## config.mk

```make
export PLATFORM = sky130hd
export DESIGN_NAME = memory_arbiter_fsm_flat
export DESIGN_NICKNAME = d
export VERILOG_FILES = /design/src/rtl/memory_arbiter_fsm_if.sv /design/src/rtl/memory_arbiter_fsm.sv /design/src/flat_wrapper.sv
export SDC_FILE = /design/constraint.sdc
export NUM_CORES = 1
export LEC_CHECK = 0
export CORE_MARGIN = 1
export CORE_UTILIZATION = 40
export CTS_BUF_LIST = sky130_fd_sc_hd__clkbuf_4 sky130_fd_sc_hd__clkbuf_8
export CTS_CLUSTER_SIZE = 10
export DETAILED_ROUTE_END_ITERATION = 7
export GPL_ROUTABILITY_DRIVEN = 0
export GPL_TIMING_DRIVEN = 0
export PLACE_DENSITY = 0.82
export SYNTH_ARGS = -nofsm -noshare
export SYNTH_HDL_FRONTEND = slang
export SYNTH_SLANG_ARGS = --single-unit
```

## constraint.sdc

```tcl
create_clock -name CLK -period 2.74 [get_ports CLK]
set_clock_uncertainty 0.15 [all_clocks]
set_input_delay 0.548 -clock CLK [delete_from_list [all_inputs] [get_ports CLK]]
set_output_delay 0.548 -clock CLK [all_outputs]
set_load 0.005 [all_outputs]
```

## src/rtl/memory_arbiter_fsm_if.sv

```systemverilog
// -----------------------------------------------------------------------------
// memory_arbiter_fsm_if
//
// Bundles every bus-level signal of the memory arbiter: the instruction port,
// the data port and the single-ported RAM side.
//
//   slave  modport : the arbiter's view. It receives the fetch/load/store
//                    requests and the RAM completion, and it drives the hits,
//                    the load data, the error pulse and the RAM request.
//   master modport : the surrounding system's view (cores + RAM model), the
//                    exact mirror of the slave modport.
//
// Signals
//   imem_ren, imem_addr        fetch request / fetch address
//   ihit, imem_load            fetch completion pulse / fetch data
//   dmem_ren, dmem_wen         load / store requests
//   dmem_addr, dmem_store      data address / store data
//   dhit, dmem_load            data completion pulse / load data
//   mem_err                    completion of a timed-out access
//   ram_ren, ram_wen           RAM read / write strobes
//   ram_addr, ram_store        RAM address / write data
//   ram_load, ram_ready        RAM read data / RAM completion
// -----------------------------------------------------------------------------
interface memory_arbiter_fsm_if #(
  parameter int ADDR_W = 32,
  parameter int DATA_W = 32
);
  // instruction port
  logic              imem_ren;
  logic [ADDR_W-1:0] imem_addr;
  logic              ihit;
  logic [DATA_W-1:0] imem_load;

  // data port
  logic              dmem_ren;
  logic              dmem_wen;
  logic [ADDR_W-1:0] dmem_addr;
  logic [DATA_W-1:0] dmem_store;
  logic              dhit;
  logic [DATA_W-1:0] dmem_load;

  // shared error pulse
  logic              mem_err;

  // RAM side
  logic              ram_ren;
  logic              ram_wen;
  logic [ADDR_W-1:0] ram_addr;
  logic [DATA_W-1:0] ram_store;
  logic [DATA_W-1:0] ram_load;
  logic              ram_ready;

  modport slave (
    input  imem_ren, imem_addr,
    input  dmem_ren, dmem_wen, dmem_addr, dmem_store,
    input  ram_load, ram_ready,
    output ihit, imem_load,
    output dhit, dmem_load,
    output mem_err,
    output ram_ren, ram_wen, ram_addr, ram_store
  );

  modport master (
    output imem_ren, imem_addr,
    output dmem_ren, dmem_wen, dmem_addr, dmem_store,
    output ram_load, ram_ready,
    input  ihit, imem_load,
    input  dhit, dmem_load,
    input  mem_err,
    input  ram_ren, ram_wen, ram_addr, ram_store
  );
endinterface

```

## src/rtl/memory_arbiter_fsm.sv

```systemverilog
// -----------------------------------------------------------------------------
// memory_arbiter_fsm
//
// Arbitrates an instruction-fetch port and a data load/store port onto one
// RAM. Exactly one access is outstanding at a time:
//
//   IDLE : pick a winner among the pending requests, latch its type, address
//          and store data, go to BUSY.
//   BUSY : present the latched request to the RAM from registers and wait for
//          ram_ready. If the RAM does not answer within TIMEOUT_CYC cycles the
//          access is abandoned, the error flag is set and a read returns 0.
//   DONE : one cycle; pulse ihit (fetch) or dhit (load/store), plus mem_err if
//          the access timed out. Requests are ignored here and resampled in
//          IDLE.
//
// Arbitration: a store beats a load (a simultaneous store+load is served as a
// store only), and data beats instruction fetch.
//
// Optional feature, macro MEMCTRL_ROUND_ROBIN_EN:
//   When defined, a data request racing a fetch request is granted to the
//   class that was NOT granted last (one history bit, reset value 0 = data
//   was last, so the first race goes to the fetch). Store still beats load.
//   When undefined, data always wins and no history bit exists.
//
// Parameters
//   ADDR_W       address width
//   DATA_W       data width
//   TIMEOUT_CYC  BUSY cycles without ram_ready before aborting (1..255)
//
// Ports
//   CLK   in  clock, rising edge
//   nRST  in  asynchronous active-low reset
//   bus   memory_arbiter_fsm_if.slave  (see the interface file for signals)
// -----------------------------------------------------------------------------
module memory_arbiter_fsm #(
  parameter int ADDR_W      = 32,
  parameter int DATA_W      = 32,
  parameter int TIMEOUT_CYC = 16
) (
  input  logic                      CLK,
  input  logic                      nRST,
  memory_arbiter_fsm_if.slave       bus
);

  typedef enum logic [1:0] {
    ST_IDLE = 2'd0,
    ST_BUSY = 2'd1,
    ST_DONE = 2'd2
  } state_e;

  typedef enum logic [1:0] {
    OP_FETCH = 2'd0,
    OP_LOAD  = 2'd1,
    OP_STORE = 2'd2
  } op_e;

  // TIMEOUT_CYC never exceeds 255, so an 8-bit wait counter is enough.
  localparam logic [7:0] TIMEOUT_LIM = 8'(TIMEOUT_CYC);

  // ---------------------------------------------------------------------------
  // State
  // ---------------------------------------------------------------------------
  state_e            state_q,     state_d;
  op_e               op_q,        op_d;
  logic              ram_ren_q,   ram_ren_d;
  logic              ram_wen_q,   ram_wen_d;
  logic [ADDR_W-1:0] ram_addr_q,  ram_addr_d;
  logic [DATA_W-1:0] ram_store_q, ram_store_d;
  logic [7:0]        wait_cnt_q,  wait_cnt_d;
  logic              err_q,       err_d;
  logic [DATA_W-1:0] imem_load_q, imem_load_d;
  logic [DATA_W-1:0] dmem_load_q, dmem_load_d;
`ifdef MEMCTRL_ROUND_ROBIN_EN
  // 1 = the instruction port won the most recent grant
  logic              last_i_q,    last_i_d;
`endif

  // ---------------------------------------------------------------------------
  // Arbitration (only consulted in IDLE)
  // ---------------------------------------------------------------------------
  logic              data_req;
  logic              any_req;
  logic              grant_i;
  op_e               win_op;
  logic [7:0]        wait_inc;

  always_comb begin
    data_req = bus.dmem_wen | bus.dmem_ren;
    any_req  = data_req | bus.imem_ren;
`ifdef MEMCTRL_ROUND_ROBIN_EN
    // On a data/fetch race, the fetch wins only if data won last time.
    grant_i  = bus.imem_ren & (~data_req | ~last_i_q);
`else
    grant_i  = bus.imem_ren & ~data_req;
`endif
    if (grant_i) begin
      win_op = OP_FETCH;
    end else if (bus.dmem_wen) begin
      win_op = OP_STORE;
    end else begin
      win_op = OP_LOAD;
    end
    wait_inc = wait_cnt_q + 8'd1;
  end

  // ---------------------------------------------------------------------------
  // Next state / datapath
  // ---------------------------------------------------------------------------
  always_comb begin
    state_d     = state_q;
    op_d        = op_q;
    ram_ren_d   = ram_ren_q;
    ram_wen_d   = ram_wen_q;
    ram_addr_d  = ram_addr_q;
    ram_store_d = ram_store_q;
    wait_cnt_d  = wait_cnt_q;
    err_d       = err_q;
    imem_load_d = imem_load_q;
    dmem_load_d = dmem_load_q;
`ifdef MEMCTRL_ROUND_ROBIN_EN
    last_i_d    = last_i_q;
`endif

    case (state_q)
      ST_IDLE: begin
        if (any_req) begin
          state_d    = ST_BUSY;
          op_d       = win_op;
          ram_ren_d  = (win_op != OP_STORE);
          ram_wen_d  = (win_op == OP_STORE);
          ram_addr_d = grant_i ? bus.imem_addr : bus.dmem_addr;
          // Store data is only meaningful for a store; keep the bus quiet
          // otherwise.
          ram_store_d = (win_op == OP_STORE) ? bus.dmem_store : '0;
          wait_cnt_d  = '0;
          err_d       = 1'b0;
`ifdef MEMCTRL_ROUND_ROBIN_EN
          last_i_d    = grant_i;
`endif
        end
      end

      ST_BUSY: begin
        if (bus.ram_ready) begin
          state_d = ST_DONE;
          if (op_q == OP_FETCH) begin
            imem_load_d = bus.ram_load;
          end else if (op_q == OP_LOAD) begin
            dmem_load_d = bus.ram_load;
          end
        end else if (wait_inc == TIMEOUT_LIM) begin
          // The RAM never answered: finish with an error and hand the
          // reading port a defined zero rather than stale data.
          state_d = ST_DONE;
          err_d   = 1'b1;
          if (op_q == OP_FETCH) begin
            imem_load_d = '0;
          end else if (op_q == OP_LOAD) begin
            dmem_load_d = '0;
          end
        end else begin
          wait_cnt_d = wait_inc;
        end

        // Any exit from BUSY releases the RAM request.
        if (bus.ram_ready || (wait_inc == TIMEOUT_LIM)) begin
          ram_ren_d   = 1'b0;
          ram_wen_d   = 1'b0;
          ram_addr_d  = '0;
          ram_store_d = '0;
        end
      end

      ST_DONE: begin
        // Single-cycle completion; requests pending now are picked up in IDLE.
        state_d = ST_IDLE;
      end

      default: begin
        state_d = ST_IDLE;
      end
    endcase
  end

  // ---------------------------------------------------------------------------
  // Registers
  // ---------------------------------------------------------------------------
  always_ff @(posedge CLK or negedge nRST) begin
    if (!nRST) begin
      state_q     <= ST_IDLE;
      op_q        <= OP_FETCH;
      ram_ren_q   <= 1'b0;
      ram_wen_q   <= 1'b0;
      ram_addr_q  <= '0;
      ram_store_q <= '0;
      wait_cnt_q  <= '0;
      err_q       <= 1'b0;
      imem_load_q <= '0;
      dmem_load_q <= '0;
`ifdef MEMCTRL_ROUND_ROBIN_EN
      last_i_q    <= 1'b0;
`endif
    end else begin
      state_q     <= state_d;
      op_q        <= op_d;
      ram_ren_q   <= ram_ren_d;
      ram_wen_q   <= ram_wen_d;
      ram_addr_q  <= ram_addr_d;
      ram_store_q <= ram_store_d;
      wait_cnt_q  <= wait_cnt_d;
      err_q       <= err_d;
      imem_load_q <= imem_load_d;
      dmem_load_q <= dmem_load_d;
`ifdef MEMCTRL_ROUND_ROBIN_EN
      last_i_q    <= last_i_d;
`endif
    end
  end

  // ---------------------------------------------------------------------------
  // Outputs
  // ---------------------------------------------------------------------------
  // Hits are decoded from registered state only, so an asynchronous reset
  // removes them at once.
  assign bus.ihit      = (state_q == ST_DONE) && (op_q == OP_FETCH);
  assign bus.dhit      = (state_q == ST_DONE) && (op_q != OP_FETCH);
  assign bus.mem_err   = (state_q == ST_DONE) && err_q;
  assign bus.imem_load = imem_load_q;
  assign bus.dmem_load = dmem_load_q;
  assign bus.ram_ren   = ram_ren_q;
  assign bus.ram_wen   = ram_wen_q;
  assign bus.ram_addr  = ram_addr_q;
  assign bus.ram_store = ram_store_q;

endmodule

```

## src/flat_wrapper.sv

```systemverilog
// flat-port wrapper written by rule: the top's interface ports become plain ports
module memory_arbiter_fsm_flat 
#(
  parameter int ADDR_W      = 32,
  parameter int DATA_W      = 32,
  parameter int TIMEOUT_CYC = 16
)
  (CLK, nRST, bus_imem_ren, bus_imem_addr, bus_dmem_ren, bus_dmem_wen, bus_dmem_addr, bus_dmem_store, bus_ram_load, bus_ram_ready, bus_ihit, bus_imem_load, bus_dhit, bus_dmem_load, bus_mem_err, bus_ram_ren, bus_ram_wen, bus_ram_addr, bus_ram_store);
  memory_arbiter_fsm_if #(.ADDR_W(ADDR_W), .DATA_W(DATA_W)) bus_i ();
  input  logic CLK;
  input  logic nRST;
  input wire logic [$bits(bus_i.imem_ren)-1:0] bus_imem_ren;
  input wire logic [$bits(bus_i.imem_addr)-1:0] bus_imem_addr;
  input wire logic [$bits(bus_i.dmem_ren)-1:0] bus_dmem_ren;
  input wire logic [$bits(bus_i.dmem_wen)-1:0] bus_dmem_wen;
  input wire logic [$bits(bus_i.dmem_addr)-1:0] bus_dmem_addr;
  input wire logic [$bits(bus_i.dmem_store)-1:0] bus_dmem_store;
  input wire logic [$bits(bus_i.ram_load)-1:0] bus_ram_load;
  input wire logic [$bits(bus_i.ram_ready)-1:0] bus_ram_ready;
  output wire logic [$bits(bus_i.ihit)-1:0] bus_ihit;
  output wire logic [$bits(bus_i.imem_load)-1:0] bus_imem_load;
  output wire logic [$bits(bus_i.dhit)-1:0] bus_dhit;
  output wire logic [$bits(bus_i.dmem_load)-1:0] bus_dmem_load;
  output wire logic [$bits(bus_i.mem_err)-1:0] bus_mem_err;
  output wire logic [$bits(bus_i.ram_ren)-1:0] bus_ram_ren;
  output wire logic [$bits(bus_i.ram_wen)-1:0] bus_ram_wen;
  output wire logic [$bits(bus_i.ram_addr)-1:0] bus_ram_addr;
  output wire logic [$bits(bus_i.ram_store)-1:0] bus_ram_store;
  assign bus_i.imem_ren = bus_imem_ren;
  assign bus_i.imem_addr = bus_imem_addr;
  assign bus_i.dmem_ren = bus_dmem_ren;
  assign bus_i.dmem_wen = bus_dmem_wen;
  assign bus_i.dmem_addr = bus_dmem_addr;
  assign bus_i.dmem_store = bus_dmem_store;
  assign bus_i.ram_load = bus_ram_load;
  assign bus_i.ram_ready = bus_ram_ready;
  assign bus_ihit = bus_i.ihit;
  assign bus_imem_load = bus_i.imem_load;
  assign bus_dhit = bus_i.dhit;
  assign bus_dmem_load = bus_i.dmem_load;
  assign bus_mem_err = bus_i.mem_err;
  assign bus_ram_ren = bus_i.ram_ren;
  assign bus_ram_wen = bus_i.ram_wen;
  assign bus_ram_addr = bus_i.ram_addr;
  assign bus_ram_store = bus_i.ram_store;
  memory_arbiter_fsm #(.ADDR_W(ADDR_W), .DATA_W(DATA_W), .TIMEOUT_CYC(TIMEOUT_CYC)) u_core (.CLK(CLK), .nRST(nRST), .bus(bus_i));
endmodule
```

---- Yosys cells after proc, flatten, opt, wreduce, memory -nomap -nowiden ----
Cells that the tools add are included.
storage, ports and cells
  bits in registers ....................... 143
  bits of input ports ..................... 134
  output and inout port bits .............. 133
  logic and storage cells ................. 80
operators by class
  add/sub/neg operators ................... 1
  equal/unequal tests ..................... 12
  multiplexer cells ....................... 36
  bitwise operators ....................... 5
  reductions and logical operators ........ 16
operators by type and width
  cell                                                   number
  2-to-1 mux 32 bit                                      15
  case mux 32 bit (2 select lines)                       2
  2-to-1 mux 8 bit                                       3
  case mux 8 bit (2 select lines)                        1
  AND reduction 4 bit                                    3
  2-to-1 mux 2 bit                                       5
  adder 8 x 1 -> 8 bit, second input constant            1
  == test 8 x 5 -> 1 bit, second input constant          1
  2-to-1 mux 1 bit                                       6
  inequality test 2 x 1 -> 1 bit, second input constant  3
  inequality test 2 bit, second input constant           3
  case mux 1 bit (2 select lines)                        3
  AND reduction 3 bit                                    2
  nonzero test 2 bit                                     3
  == test 2 x 1 -> 1 bit, second input constant          2
  == test 2 bit, second input constant                   2
  logical NOT 2 bit                                      2
  case mux 2 bit (2 select lines)                        1
  AND reduction 2 bit                                    2
  logical AND 1 bit                                      3
  inequality test 3 x 2 -> 1 bit, second input constant  1
  inverter 1 bit                                         2
  bitwise OR 1 bit                                       2
  AND 1 bit                                              1
  logical OR 1 bit                                       1

---- Logic depth before layout (Yosys ltp) ----
  depth in word-level cells ............... 8
  depth in mapped cells ................... 8
  gate-level depth less buffers ........... 6

---- Least setup slack after synthesis ----
Ideal clock, no wire load.
  path kind ............................... register to register
  start ................................... reg u_core.wait_cnt_q[0]
  end ..................................... reg u_core.ram_addr_q[10], in the netlist u_core.bus.ram_addr[10]
  library setup time ...................... 0.144 ns
  arrival ................................. 1.770 ns
  required time ........................... 2.446 ns
  path slack .............................. 0.676 ns
  cell stages (with the launch flop) ...... 9
  buffers on the path ..................... 2
  period minus slack after synthesis ...... 2.064 ns
  cell sequence ........................... dfrtp_1 -> ha_1 -> and2_1 -> a21oi_1 -> o31a_1 -> o21ai_4 -> buf_12 -> buf_12 -> a21oi_2
on the way
  word-level cells in the longest chain between the ends .. 5
RTL lines
  item                                             RTL line                   text
  start: declaration                               memory_arbiter_fsm.sv:69   logic [7:0] wait_cnt_q, wait_cnt_d;
  start signal: assignment                         memory_arbiter_fsm.sv:210  wait_cnt_q <= wait_cnt_d;
  adder 8 x 1 -> 8 bit                             memory_arbiter_fsm.sv:103  wait_inc = wait_cnt_q + 8'd1;
  == test 8 x 5 -> 1 bit                           memory_arbiter_fsm.sv:166  if (bus.ram_ready || (wait_inc == TIMEOUT_LIM)) begin
  logical OR 1 bit                                 memory_arbiter_fsm.sv:166
  inequality test 2 x 1 -> 1 bit (no source line)  -
  AND reduction 3 bit (no source line)             -
  end signal: assignment                           memory_arbiter_fsm.sv:208  ram_addr_q <= ram_addr_d;
  end: declaration                                 memory_arbiter_fsm.sv:67   logic [ADDR_W-1:0] ram_addr_q, ram_addr_d;
No other way between the ends.
A chain may end at the register's enable or synchronous reset.

---- Final worst setup path ----
  start ................................... reg u_core.state_q[0]
  end ..................................... out bus_ihit
on the way
  word-level cells in the longest chain between the ends .. 2
RTL lines
  item                      RTL line                   text
  start: declaration        memory_arbiter_fsm.sv:63   state_e state_q, state_d;
  start signal: assignment  memory_arbiter_fsm.sv:204  state_q <= state_d;
  == test 2 bit             memory_arbiter_fsm.sv:225  assign bus.ihit = (state_q == ST_DONE) && (op_q == OP_FETCH);
  logical AND 1 bit         memory_arbiter_fsm.sv:225
  end: declaration          flat_wrapper.sv:20         output wire logic [$bits(bus_i.ihit)-1:0] bus_ihit;
No other way between the ends.

==> impl_metrics.py <==
metrics = {
    "job": {
        "maxCapViolCount": 0,
    },
    "power": {
        "cellLeakagePower_nw": 4.37,
        "p_total_w": 0.00948,
        "pwr-share-comb": 0.443,
        "clockPowerShare": 0.187,
        "swShare": 0.349,
        "internal_power_w": 0.00617,
        "peakVddDrop_mv": 0.440,
        "powerDensity_nw_per_um2": 894,
        "pwr-share-seq": 0.371,
        "switchingPower_w": 0.00330,
    },
    "clocking": {
        "cts_root_buf": "clkbuf_8",
        "clock_latency_ps": 450,
        "htreeDepth": 4,
        "clk_pin_slew_ps": 70,
        "cts_made_buffers": 17,
        "clockBufferDepth": 2,
        "cts.sinks": 143,
        "cts_tree": "built",
        "post-cts-setup-buffers": 0,
    },
    "timing": {
        "hold_ws_ps": 337,
        "rsz0062_at_grt": "false",
        "finalSetupViolations": 0,
        "slew_viol_final": 0,
        "fin_crit_ps": 2530,
        "tightestPinTransition_ps": 702,
        "slew-limit-headroom": 0.532,
        "hold_viol": 0,
        "final.setup.tns_ps": 0,
        "post-route-period-util": 0.922,
        "timing.fmax_mhz": 396,
    },
    "logic_synthesis": {
        "ys.flop_type": "dfrtp_1",
        "ys.warnings.count": 0,
        "syn_area_per_cell_um2": 10.1,
        "post_synth_num_cell_types": 50,
        "synth_cells": 715,
        "ys_seq_area_frac": 0.497,
        "synth.cell_area_um2": 7190,
        "ys_seq_elements": 143,
        "synth_edf_count": 0,
        "synthArstFlopShare": 1.00,
        "syn_nets": 851,
    },
    "global_routing": {
        "antenna_found_initial": 0,
        "grt_overflow": 0,
        "grt_pass1_vias": 6546,
        "grt_pass1_wl_um": 33300,
        "gr-usage-all-layers": 0.232,
        "grt_max_degree": 82,
    },
    "final_layout": {
        "fillers": 1505,
        "layout-drive-gt1-share": 0.152,
        "final_common_cell": "clkdlybuf4s50_1",
        "area_growth_syn_to_layout_pct": 47.3,
        "diodes": 0,
        "final_nets": 1138,
        "final_cell_mix": "265 x clkdlybuf4s50_1, 143 x dfrtp_1, 90 x o21ai_0",
        "final_util": 0.608,
    },
    "floorplan": {
        "die_x_um": 136,
        "initial_core_util": 0.413,
        "core_area_um2": 17400,
        "rows": 48,
        "die_h_um": 136,
        "top_level_ports": 267,
        "dieArea_um2": 18500,
    },
    "critical_path": {
        "cp.required_ps": 2040,
        "reg2reg_from": "u_core.state_q[1]$_DFFE_PN0P_",
        "r2r-end": "u_core.bus.dmem_load[23]$_DFFE_PN0P_",
        "crit_start": "u_core.state_q[0]$_DFFE_PN0P_",
        "worst-path-max-fanout": 10,
        "crit_path_start_kind": "register",
        "reg2reg_depth": 7,
        "critPathCapture": "bus_ihit",
        "cp.arrival_ps": 1830,
        "crit_type": "reg -> out",
        "reg2reg_slack_ps": 260,
        "endpoint_kind": "primary output",
    },
    "drt": {
        "routedWlPerCell_um": 17.1,
        "finalWirelength_um": 21100,
        "vias_per_cell": 5.31,
        "ant_nets": 0,
        "drc": 0,
        "first_pass_iters": 5,
        "drt_iter0_drc": 391,
        "routed-via-count": 6590,
    },
    "min_path": {
        "hp-class": "reg -> reg",
    },
    "placed_design": {
        "dp_hpwl_um": 15500,
        "numPortBuffers": 266,
    },
    "outcome": {
        "status": "finished clean",
    },
}
[state kept, by name (all words and copies together) (netlist names)]
signal	count
u_core.op_q	2
u_core.err_q	1
u_core.bus.imem_load	32
u_core.bus.ram_store	32
u_core.bus.ram_wen	1
u_core.bus.dmem_load	32
u_core.bus.ram_ren	1
u_core.state_q	2
u_core.bus.ram_addr	32
u_core.wait_cnt_q	8
[kinds of logic after synthesis]
group	synth area share
mux	0.0445
compound gates	0.303
fa+ha+maj	0.00348
simple gates	0.0724
flops	0.497
buf+inv	0.0791
[power by group through the flow]
stage / Sequential, W / Clock, W / Combinational (W)
after floorplan: 0.00353 / 0 / 0.00182
after global placement: 0.00350 / 0 / 0.00413
after detailed placement: 0.00352 / 0 / 0.00423
after CTS: 0.00349 / 0.00181 / 0.00424
after global routing: 0.00362 / 0.00190 / 0.00460
final: 0.00351 / 0.00177 / 0.00419
[through the flow]
step	std cells	instance area [um^2]	setup slack [ps]
CTS	1240	10600	62.0
detailed placement	1207	10200	-158
finish	1240	10600	214
floorplan	715	7190	676
global placement	1206	10100	-4950
global route	1240	10600	28.7
[metal layers]
metal | global-route usage | part of all wire | vias to the layer above | wire, um
met5 | 0 | 0 | - | 0
met4 | 0.0858 | 0.019 | 0 | 393
met3 | 0.0731 | 0.080 | 28 | 1690
met2 | 0.387 | 0.49 | 221 | 10300
met1 | 0.279 | 0.41 | 3180 | 8730
li1 | - | - | 3161 | -
[synth_stat cells, types with 2 or more instances]
| master | count | area [um^2] |
|---|---|---|
| a21oi_1 | 67 | 335 |
| a21oi_2 | 65 | 569 |
| a22oi_1 | 32 | 240 |
| a31oi_1 | 3 | 18.8 |
| a32oi_1 | 32 | 280 |
| and2_1 | 2 | 12.5 |
| buf_1 | 3 | 11.3 |
| buf_12 | 9 | 180 |
| buf_2 | 13 | 65.1 |
| buf_4 | 3 | 22.5 |
| buf_6 | 2 | 22.5 |
| clkbuf_1 | 24 | 90.1 |
| clkbuf_2 | 4 | 20.0 |
| dfrtp_1 | 143 | 3580 |
| ha_1 | 2 | 25.0 |
| inv_1 | 40 | 150 |
| mux2i_1 | 32 | 320 |
| nand2_1 | 80 | 300 |
| nand3_1 | 4 | 20.0 |
| nor2_1 | 10 | 37.5 |
| nor3_1 | 6 | 30.0 |
| nor3b_1 | 2 | 15.0 |
| o211ai_1 | 2 | 15.0 |
| o21ai_0 | 90 | 450 |
| o21ai_1 | 4 | 20.0 |
| o21ai_2 | 15 | 131 |
| o31a_1 | 2 | 17.5 |
| o41ai_1 | 2 | 17.5 |
[how the worst min path moves through the flow]
stage / from / end / slack (ps) / depth (start not counted)
CTS: u_core.wait_cnt_q[7]$_DFFE_PN0P_ / u_core.wait_cnt_q[7]$_DFFE_PN0P_ / 340 / 1
finish: u_core.wait_cnt_q[7]$_DFFE_PN0P_ / u_core.wait_cnt_q[7]$_DFFE_PN0P_ / 340 / 1
global route: u_core.wait_cnt_q[7]$_DFFE_PN0P_ / u_core.wait_cnt_q[7]$_DFFE_PN0P_ / 350 / 1
floorplan: nRST / u_core.bus.dmem_load[0]$_DFFE_PN0P_ / 100 / 0
detailed placement: u_core.wait_cnt_q[7]$_DFFE_PN0P_ / u_core.wait_cnt_q[7]$_DFFE_PN0P_ / 330 / 1
global placement: u_core.wait_cnt_q[7]$_DFFE_PN0P_ / u_core.wait_cnt_q[7]$_DFFE_PN0P_ / 320 / 1
[worst max-delay path: stages (launching register included)]
cell             delay (ps)
dfrtp_1                 350
buf_2                   170
inv_2                   110
nand2_1                  90
nor3_2                  140
clkdlybuf4s50_1         520
[repair_timing]
item,4_1_cts,5_1_grt
hold buffers,1,0
setup endpoints to repair,0,2
endpoints found under the hold margin,62,0
resized for setup,0,2
[area by class of cell]
class / instances / area (um^2) / share of cell area
well taps: 225 / 282 / 0.0266
clock inverters: 14 / 165 / 0.0156
clock buffers: 18 / 248 / 0.0234
repair buffers: 268 / 2700 / 0.255
plain buffers: 59 / 419 / 0.0396
inverters: 40 / 150 / 0.0142
multi-input cells: 473 / 3050 / 0.288
flip-flops and latches: 143 / 3580 / 0.338
Power figures use the tool's default switching activity.
